`src/rtl/glb_ld_dma_addr_gen.sv`:
```
// Load-DMA address generator for one global-buffer tile: walks each valid header's
// 4-level space, issues read addresses, and pulses invalidate per completed header.
// Optional backpressure stall counter is built when GLB_LD_DMA_STALL_CNT_EN is defined.
package glb_ld_dma_pkg;
  localparam int HDR_LOOP_LEVEL = 4;
  localparam int HDR_ADDR_W     = 19;
  localparam int HDR_WORDS_W    = 16;
  localparam int HDR_STRIDE_W   = 16;

  typedef struct packed {
    logic [HDR_WORDS_W-1:0]  range;
    logic [HDR_STRIDE_W-1:0] stride;
  } dma_ld_iter_t;

  typedef struct packed {
    logic                                valid;
    logic [HDR_ADDR_W-1:0]               start_addr;
    logic [HDR_WORDS_W-1:0]              num_active_words;
    logic [HDR_WORDS_W-1:0]              num_inactive_words;
    dma_ld_iter_t [HDR_LOOP_LEVEL-1:0]   iteration;
  } dma_ld_header_t;
endpackage

module glb_ld_dma_addr_gen #(
  parameter int QUEUE_DEPTH         = 4,
  parameter int LOOP_LEVEL          = glb_ld_dma_pkg::HDR_LOOP_LEVEL,
  parameter int GLB_ADDR_WIDTH      = glb_ld_dma_pkg::HDR_ADDR_W,
  parameter int MAX_NUM_WORDS_WIDTH = glb_ld_dma_pkg::HDR_WORDS_W,
  parameter int MAX_STRIDE_WIDTH    = glb_ld_dma_pkg::HDR_STRIDE_W
) (
  input  logic                                clk,
  input  logic                                reset,
  input  logic [1:0]                          cfg_ld_dma_mode,
  input  glb_ld_dma_pkg::dma_ld_header_t      cfg_ld_dma_header [QUEUE_DEPTH],
  input  logic                                ld_dma_start_pulse,
  output logic                                rd_req_valid,
  input  logic                                rd_req_ready,
  output logic [GLB_ADDR_WIDTH-1:0]           rd_req_addr,
  output logic [QUEUE_DEPTH-1:0]              cfg_load_dma_invalidate_pulse,
  output logic                                ld_dma_done_pulse,
  output logic                                ld_dma_busy,
  output logic [31:0]                         ld_dma_stall_cnt
);

  localparam int QP_W = (QUEUE_DEPTH > 1) ? $clog2(QUEUE_DEPTH) : 1;

  typedef enum logic [2:0] {IDLE, CHECK, ACTIVE, INACTIVE, DONE} state_t;

  state_t                                         state, state_n;
  logic [QP_W-1:0]                                q_ptr, q_ptr_n, q_ptr_inc;
  logic [LOOP_LEVEL-1:0][MAX_NUM_WORDS_WIDTH-1:0] idx, idx_n, adv_idx;
  logic [LOOP_LEVEL-1:0][GLB_ADDR_WIDTH-1:0]      cur, cur_n, adv_cur;
  logic [LOOP_LEVEL-1:0][MAX_STRIDE_WIDTH-1:0]    stride;
  logic [LOOP_LEVEL-1:0]                          lvl_last, wrapped;
  logic [MAX_NUM_WORDS_WIDTH-1:0]                 act_cnt, act_cnt_n, inact_cnt, inact_cnt_n;
  logic [QUEUE_DEPTH-1:0]                         inval, inval_n;
  logic                                           carry, hdr_last, mode_on, mode_auto, hs;
  glb_ld_dma_pkg::dma_ld_header_t                 hdr;

  assign hdr       = cfg_ld_dma_header[q_ptr];
  assign mode_on   = (cfg_ld_dma_mode == 2'd1) || (cfg_ld_dma_mode == 2'd2);
  assign mode_auto = (cfg_ld_dma_mode == 2'd2);
  assign hs        = rd_req_valid && rd_req_ready;
  assign q_ptr_inc = (q_ptr == QP_W'(QUEUE_DEPTH - 1)) ? '0 : q_ptr + QP_W'(1);

  // cur[i] holds start_addr + sum of idx[j]*stride[j] for j >= i, so cur[0] is the
  // current word address and a carry into level k reloads every lower level from cur[k].
  always_comb begin
    adv_idx  = idx;
    adv_cur  = cur;
    wrapped  = '0;
    lvl_last = '0;
    stride   = '0;
    carry    = 1'b1;
    for (int i = 0; i < LOOP_LEVEL; i++) begin
      stride[i]   = hdr.iteration[i].stride;
      lvl_last[i] = (hdr.iteration[i].range <= MAX_NUM_WORDS_WIDTH'(1)) ||
                    (idx[i] == hdr.iteration[i].range - MAX_NUM_WORDS_WIDTH'(1));
      if (carry) begin
        if (lvl_last[i]) begin
          adv_idx[i] = '0;
          wrapped[i] = 1'b1;
        end else begin
          adv_idx[i] = idx[i] + MAX_NUM_WORDS_WIDTH'(1);
          adv_cur[i] = cur[i] + GLB_ADDR_WIDTH'(stride[i]);
          carry      = 1'b0;
        end
      end
    end
    for (int i = LOOP_LEVEL - 2; i >= 0; i--) begin
      if (wrapped[i]) adv_cur[i] = adv_cur[i+1];
    end
    hdr_last = carry;
  end

  always_comb begin
    state_n     = state;
    q_ptr_n     = q_ptr;
    idx_n       = idx;
    cur_n       = cur;
    act_cnt_n   = act_cnt;
    inact_cnt_n = inact_cnt;
    inval_n     = '0;
    case (state)
      IDLE: begin
        if (ld_dma_start_pulse && mode_on) begin
          state_n = CHECK;
          q_ptr_n = '0;
        end
      end
      CHECK: begin
        // The cycle carrying the invalidate pulse is skipped: the header valid bit
        // it clears has not yet been updated by the configuration block.
        if (!mode_on) begin
          state_n = IDLE;
        end else if (inval == '0) begin
          if (hdr.valid) begin
            for (int i = 0; i < LOOP_LEVEL; i++) begin
              idx_n[i] = '0;
              cur_n[i] = hdr.start_addr;
            end
            act_cnt_n   = '0;
            inact_cnt_n = '0;
            state_n     = ACTIVE;
          end else if (!mode_auto) begin
            state_n = DONE;
          end
        end
      end
      ACTIVE: begin
        if (!mode_on) begin
          state_n = IDLE;
        end else if (hs) begin
          if (hdr_last) begin
            inval_n[q_ptr] = 1'b1;
            q_ptr_n        = q_ptr_inc;
            state_n        = (!mode_auto && q_ptr == QP_W'(QUEUE_DEPTH - 1)) ? DONE : CHECK;
          end else begin
            idx_n = adv_idx;
            cur_n = adv_cur;
            if (hdr.num_active_words != '0 &&
                act_cnt == hdr.num_active_words - MAX_NUM_WORDS_WIDTH'(1)) begin
              act_cnt_n = '0;
              if (hdr.num_inactive_words != '0) begin
                inact_cnt_n = '0;
                state_n     = INACTIVE;
              end
            end else begin
              act_cnt_n = act_cnt + MAX_NUM_WORDS_WIDTH'(1);
            end
          end
        end
      end
      INACTIVE: begin
        if (!mode_on) begin
          state_n = IDLE;
        end else if (inact_cnt == hdr.num_inactive_words - MAX_NUM_WORDS_WIDTH'(1)) begin
          inact_cnt_n = '0;
          state_n     = ACTIVE;
        end else begin
          inact_cnt_n = inact_cnt + MAX_NUM_WORDS_WIDTH'(1);
        end
      end
      DONE: state_n = IDLE;
      default: state_n = IDLE;
    endcase
  end

  always_ff @(posedge clk) begin
    if (!reset) begin
      state     <= IDLE;
      q_ptr     <= '0;
      idx       <= '0;
      cur       <= '0;
      act_cnt   <= '0;
      inact_cnt <= '0;
      inval     <= '0;
    end else begin
      state     <= state_n;
      q_ptr     <= q_ptr_n;
      idx       <= idx_n;
      cur       <= cur_n;
      act_cnt   <= act_cnt_n;
      inact_cnt <= inact_cnt_n;
      inval     <= inval_n;
    end
  end

  assign rd_req_valid                  = (state == ACTIVE);
  assign rd_req_addr                   = cur[0];
  assign cfg_load_dma_invalidate_pulse = inval;
  assign ld_dma_done_pulse             = (state == DONE);
  assign ld_dma_busy                   = (state != IDLE);

`ifdef GLB_LD_DMA_STALL_CNT_EN
  function automatic logic [31:0] sat_inc32(input logic [31:0] v);
    return (v == '1) ? v : v + 32'd1;
  endfunction

  logic [31:0] stall_cnt;

  always_ff @(posedge clk) begin
    if (!reset) begin
      stall_cnt <= '0;
    end else if (state == IDLE && ld_dma_start_pulse && mode_on) begin
      stall_cnt <= '0;
    end else if (rd_req_valid && !rd_req_ready) begin
      stall_cnt <= sat_inc32(stall_cnt);
    end
  end

  assign ld_dma_stall_cnt = stall_cnt;
`else
  assign ld_dma_stall_cnt = '0;
`endif

endmodule

```
`config.mk`:
```
export PLATFORM = sky130hd
export DESIGN_NAME = glb_ld_dma_addr_gen
export DESIGN_NICKNAME = d
export VERILOG_FILES = /design/src/rtl/glb_ld_dma_addr_gen.sv
export SDC_FILE = /design/constraint.sdc
export NUM_CORES = 1
export LEC_CHECK = 0
export ABC_AREA = 1
export ABC_CLOCK_PERIOD_IN_PS = 7200
export CAP_MARGIN = 20
export CORE_AREA = 2 2 309 311
export DETAILED_ROUTE_END_ITERATION = 16
export DIE_AREA = 0 0 311 313
export PLACE_DENSITY_LB_ADDON = 0.08
export SKIP_LAST_GASP = 1
export SYNTH_ARGS = -nofsm -noshare
export SYNTH_HDL_FRONTEND = slang
export SYNTH_SLANG_ARGS = --single-unit
```
`constraint.sdc`:
```
create_clock -name clk -period 7.2 [get_ports clk]
set_clock_uncertainty 0.2 [all_clocks]
set_input_delay 1.44 -clock clk [delete_from_list [all_inputs] [get_ports clk]]
set_output_delay 1.44 -clock clk [all_outputs]
set_load 0.02 [all_outputs]
```
Word level (Yosys, flattened, before mapping)
Index checks and enable logic that the tools add are counted.

storage, ports and cells
  register bits = 181
  bits in latches = 0
  RAM bits = 0
  ROM bits = 0
  memories kept = 0

cells by class
  add/sub/neg operators = 17
  multipliers = 0
  div/mod/pow operators = 0
  $lt $le $gt $ge = 7
  equality and inequality tests = 34
  shifts and indexed selects = 0
  muxes and demuxes = 79
  bitwise operators = 1
  reductions and logical operators = 28

operators by type and width
  operator               count
  $mux 76                6
  $mux 64                6
  $bmux 180 s2           1
  $mux 180               2
  $mux 16                21
  $mux 19                10
  $pmux 76 s2            1
  $pmux 64 s2            1
  $add 16x1->16 const B  6
  $eq 16x16->1           6
  $sub 16x1->16 const B  6
  $add 19x16->19         4
  $le 16x1->1 const B    4
  $pmux 16 s3            1
  $mux 3                 13
  $pmux 16 s2            1
  $reduce_and 8->1       4
  $reduce_bool 16->1     2
  $ne 2x1->1 const B     8
  $reduce_and 7->1       2
  $ne 2x2->1 const B     6
  $pmux 3 s4             1
  $mux 2                 5
  $reduce_and 10->1      1
  other kinds (25)       48

Depth between registers and ports, before layout
  word-level depth = 18
  mapped depth = 35

Least setup slack after synthesis
No wires, ideal clock.

  kind = register to register
  start point = register q_ptr[0]
  end point = register cur, in the netlist rd_req_addr[14]
  setup time = 0.113 ns
  arrival = 4.865 ns
  required time = 6.887 ns
  path slack = 2.021 ns
  cell stages (with the launch flop) = 26
  buffers on the path = 9
  cells stage by stage = dfxtp_1 -> buf_4 -> buf_4 -> buf_2 -> buf_4 -> buf_2 -> buf_2 -> clkbuf_1 -> clkbuf_1 -> clkbuf_1 -> nor2_1 -> o22ai_1 -> ha_1 -> inv_1 -> fa_1 -> o21ai_0 -> a31oi_1 -> o21ai_0 -> a21boi_0 -> o21ai_0 -> a21oi_1 -> xnor2_1 -> o21ai_0 -> nand3_1 -> nor2_1 -> nor2_1

between the ends
  cells in the longest elaborated chain, start to end = 18

ends and longest elaborated chain
  what                                              line  RTL
  start, declared                                   50    logic [QP_W-1:0] q_ptr, q_ptr_n, q_ptr_inc;
  start signal, assigned                            180   q_ptr <= q_ptr_n;
  $not 2->3 (implied by the code) (*)               60    assign hdr = cfg_ld_dma_header[q_ptr];
  $bmux 180 s2 (*)                                  60
  $mux 180 (implied by the code) (*) (2 in series)  60
  $sub 16x1->16                                     78    (idx[i] == hdr.iteration[i].range - MAX_NUM_WORDS_WIDTH'(1));
  $eq 16x16->1                                      78
  $logic_or 1x1->1                                  77    lvl_last[i] = (hdr.iteration[i].range <= MAX_NUM_WORDS_WIDTH'(1)) ||
  $mux 1                                            80    if (lvl_last[i]) begin
  $mux 1 (2 in series)                              79    if (carry) begin
  $mux 19                                           79
  $mux 19 (3 in series)                             91    if (wrapped[i]) adv_cur[i] = adv_cur[i+1];
  $mux 76                                           134   if (hdr_last) begin
  $mux 76                                           133   end else if (hs) begin
  $mux 76                                           131   if (!mode_on) begin
  $pmux 76 s2                                       104   case (state)
  end signal, assigned                              182   cur <= cur_n;
  end, declared                                     52    logic [LOOP_LEVEL-1:0][GLB_ADDR_WIDTH-1:0] cur, cur_n, adv_cur;

Every way passes the cells marked *; elsewhere a longest branch is shown, timed or not. The select of a mux whose other input is x is not followed.
A chain may end at the register's enable or synchronous reset.

Final worst setup path
  start point = register q_ptr[0]
  end point = register idx[19] in the netlist's numbering

between the ends
  cells in the longest elaborated chain, start to end = 13

ends and longest elaborated chain
  what                                                              line     RTL
  $not 2->3 (implied by the code) (*)                               60
  $bmux 180 s2 (*)                                                  60
  $mux 180 (implied by the code) (*) (2 in series)                  60
  $sub 16x1->16                                                     78
  $eq 16x16->1                                                      78
  $logic_or 1x1->1                                                  77
  $mux 1 / $mux 16 (equally long branches)                          80
  $mux 1 / $mux 16 (equally long branches)                          79
  $mux 1 / $mux 64 (equally long branches)                          79, 134
  $mux 1 / $mux 64 (equally long branches)                          79, 133
  $ne 2x2->1 (no line) / $mux 64 (equally long branches)            -
  $reduce_and 8->1 (no line) / $pmux 64 s2 (equally long branches)  -
  end signal, assigned                                              181      idx <= idx_n;
  end, declared                                                     51       logic [LOOP_LEVEL-1:0][MAX_NUM_WORDS_WIDTH-1:0] idx, idx_n, adv_idx;

Marks and branches as above.

==> key figures <==
Drt
  – Routed Antenna Nets: 0
  – Avg WL per Cell: between 15 and 20 microns
  – First DRT Iteration DRCs: approximately 2200
  – Residual DRC: 0
  – Final wirelength: around 120000 microns
  – Routed vias/inst: approximately 4.9
  – TritonRoute pass-1 iters: 8
  – DR vias: approximately 30000

Final layout
  – Ant. Diodes: 0
  – Sequential cell area: between 3000 and 4000 sq um
  – NumNets Final: about 5800
  – Multi-input gate area: 18400 sq um
  – Share of cells above drive strength 1: under 10%
  – Area Overhead vs Synth: 34.7%
  – Filler cells: roughly 11000
  – Cell area after layout: 33400 sq um

Floorplan
  – # rows: roughly 110
  – Initial Util: between 20% and 30%
  – Num ports: around 780
  – Die W: between 300 and 400 microns
  – Die Height: roughly 310 microns
  – Die Area: 97300 sq um
  – Core Area: ~94000 sq um

Pwr
  – Overall power: between 0.01 and 0.015 W
  – Leakage: between 10 and 15 nW
  – Worst IR drop on VDD: approximately 0.0003 V
  – Power per cell area: slightly above 400 nW/um^2

Global route
  – First-pass GRT wire length: roughly 180000 microns
  – Total GRT Usage: between 20% and 30%
  – Global route overflow: 0
  – Vias in the first global route: ~29000
  – Pin count of the biggest net entering global routing: between 100 and 150
  – Initial antenna violation count: 0

Logic synthesis
  – Number of flops mapped to enable cells by yosys: 0
  – Top-area cell type share of the netlist area: 20.1%
  – Synth cell count leaders: 1328 x nand2_1, 547 x nor2_1, 440 x nand3_1, 313 x inv_1, 283 x o21ai_0
  – Mapped cell area: ~25000 sq um
  – Register area share after synthesis: roughly 15%
  – Top cells by area, synth: nand2_1 20%, dfxtp_1 15%, nand3_1 8.9%
  – Most numerous cell in the Yosys netlist: nand2_1
  – Mapped Cells: between 4000 and 5000
  – Synth warnings: 0
  – Syn avg cell area: 5.57 sq um
  – Seq cells post-synth: approximately 180
  – Area leader, netlist: nand2_1
  – Ys flop type: dfxtp_1
  – Synth async-reset ratio: 0%
  – Unique masters post-synth: between 60 and 70

Clock tree
  – Root buf cell: clkbuf_16
  – CTS HTree Levels: 4
  – Max Buffers Root-to-Sink: 2
  – Clock Sinks: 181
  – CTS tree: done
  – Post-CTS Resized: 0
  – Setup bufs post-CTS: 0
  – Num CTS Buffers: 17
  – Clk slew on worst S/H paths: about 0.08 ns
  – Clk_lat worst skew: 0.51 ns
  – Hold_buf cts: 0

Setup path
  – Req. time, crit path: roughly 7.4 ns
  – Arr. time, crit path: between 5 and 6 ns
  – Crit. End Element: register
  – CP Launch Type: register
  – Crit Path Category: register to register
  – Max FO, Critical Path: 121

STA
  – Worst-Margin Slew: 0.899 ns
  – Final hold vios: 0
  – Highest Clock Rate: 177 MHz
  – Tmin final: roughly 5.7 ns
  – Final Setup Violations: 0
  – Final WS setup: ~1.5 ns
  – Unrepaired setup endpoints after global routing: false
  – Fin. max-slew vios: 0
  – Setup tns final: 0 ns
  – Tcrit/Tclk final: 78.6%
  – Rel. slew slack: ~40%

Flow run
  – Max-Cap Viols: 0

Placed design
  – Post-DP HPWL: approximately 95000 microns
  – Placed Area: ~33000 sq um
  – Routability cong.: between 0.9 and 1
  – Dpl ws: 1.18 ns
  – Number of I/O port buffers: ~750

Run status
  – Status: finished, final reports clean

Worst hold path
  – Hold Path Class: register to register
-- final timing paths --
check	startpoint	to	slack, ns	depth (start not counted)
max	q_ptr[0]	idx[19]	1.54	24
min	idx[45]	idx[45]	0.27	2
max reg2reg	q_ptr[0]	idx[19]	1.54	24
min reg2reg	idx[45]	idx[45]	0.27	2
-- critical path, cell delays in order (launching register included) --
cell and delay (ns):
dfxtp_4 0.77, inv_8 0.36, buf_4 0.35, nand2_1 0.08, nand3_1 0.06, nand2_1 0.29, ha_1 0.27, nand2_1 0.08
nor2_2 0.35, nand3_1 0.12, nand2_1 0.17, nand2_1 0.08, nor2_1 0.15, nand3_1 0.09, nor2_1 0.09, nand3_1 0.09
nand2_2 0.18, nand2_2 0.11, nor2_2 0.18, nand3_2 0.18, nand2_2 0.14, buf_4 0.39, nor2_1 0.30, o21ai_0 0.25
a21oi_1 0.06
-- metrics by stage --
step           hold slack [ns]  utilization (%)  cells
2_1_floorplan            0.245                -   4478
3_3_place_gp             0.259             34.8   6276
3_5_place_dp             0.265             34.8   6276
4_1_cts                  0.277             35.4   6308
5_1_grt                  0.295             35.4   6308
6_report                 0.273             35.4   6308
-- flip-flops by register name, summed over array words and instances (netlist names) --
register / count
idx: 64
cur: 57
rd_req_addr: 19
act_cnt: 16
inact_cnt: 16
cfg_load_dma_invalidate_pulse: 4
state: 3
q_ptr: 2
-- cell families after synthesis --
family / synth area share (%)
buffers and inverters: 11.4
and+or+nand+nor: 45.2
DFF: 14.6
other: 0.0151
AOI/OAI and AO/OA: 17.7
adders and majority gates: 4.72
xor gates and xnor gates: 6.25
-- power breakdown --
| part | leakage, nW | internal (W) | switching [W] |
|---|---|---|---|
| Clock | 0.281 | 0.000504 | 0.000479 |
| Sequential | 1.48 | 0.00132 | 0.000467 |
| Combinational | 12.3 | 0.00363 | 0.00748 |
| Total | 14.0 | 0.00545 | 0.00842 |
-- routing by layer --
layer  track usage, %  part of all wire (%)  up-vias
met5                0                     0        -
met4             6.23                   2.4        0
met3             3.94                   5.2       90
met2             40.6                    48      913
met1             29.8                    45    13941
li1                 -                     -    15814
-- area by class of cell --
cell class,instances,share of cell area [%]
multi-input cells,3703,55.3
flip-flops and latches,181,10.9
inverters,336,3.84
repair buffers,791,23.5
clock inverters,11,0.300
clock buffers,21,1.41
well taps,1265,4.75
-- cell usage in the layout (no fill, tap or decap), types with 31 or more instances in the layout --
cell type and count:
nor3_1 75, nand4_1 91, buf_4 38, xnor2_1 48, inv_1 312, clkdlybuf4s50_1 750, o21ai_0 283, ha_1 87
a21oi_1 246, o21ai_1 83, nand2_1 1326, conb_1 32, xor2_1 126, dfxtp_1 179, nand3_1 440, o22ai_1 63
nor2_1 547, nand2_2 31
Note: power is estimated with default switching activity, not from simulation.
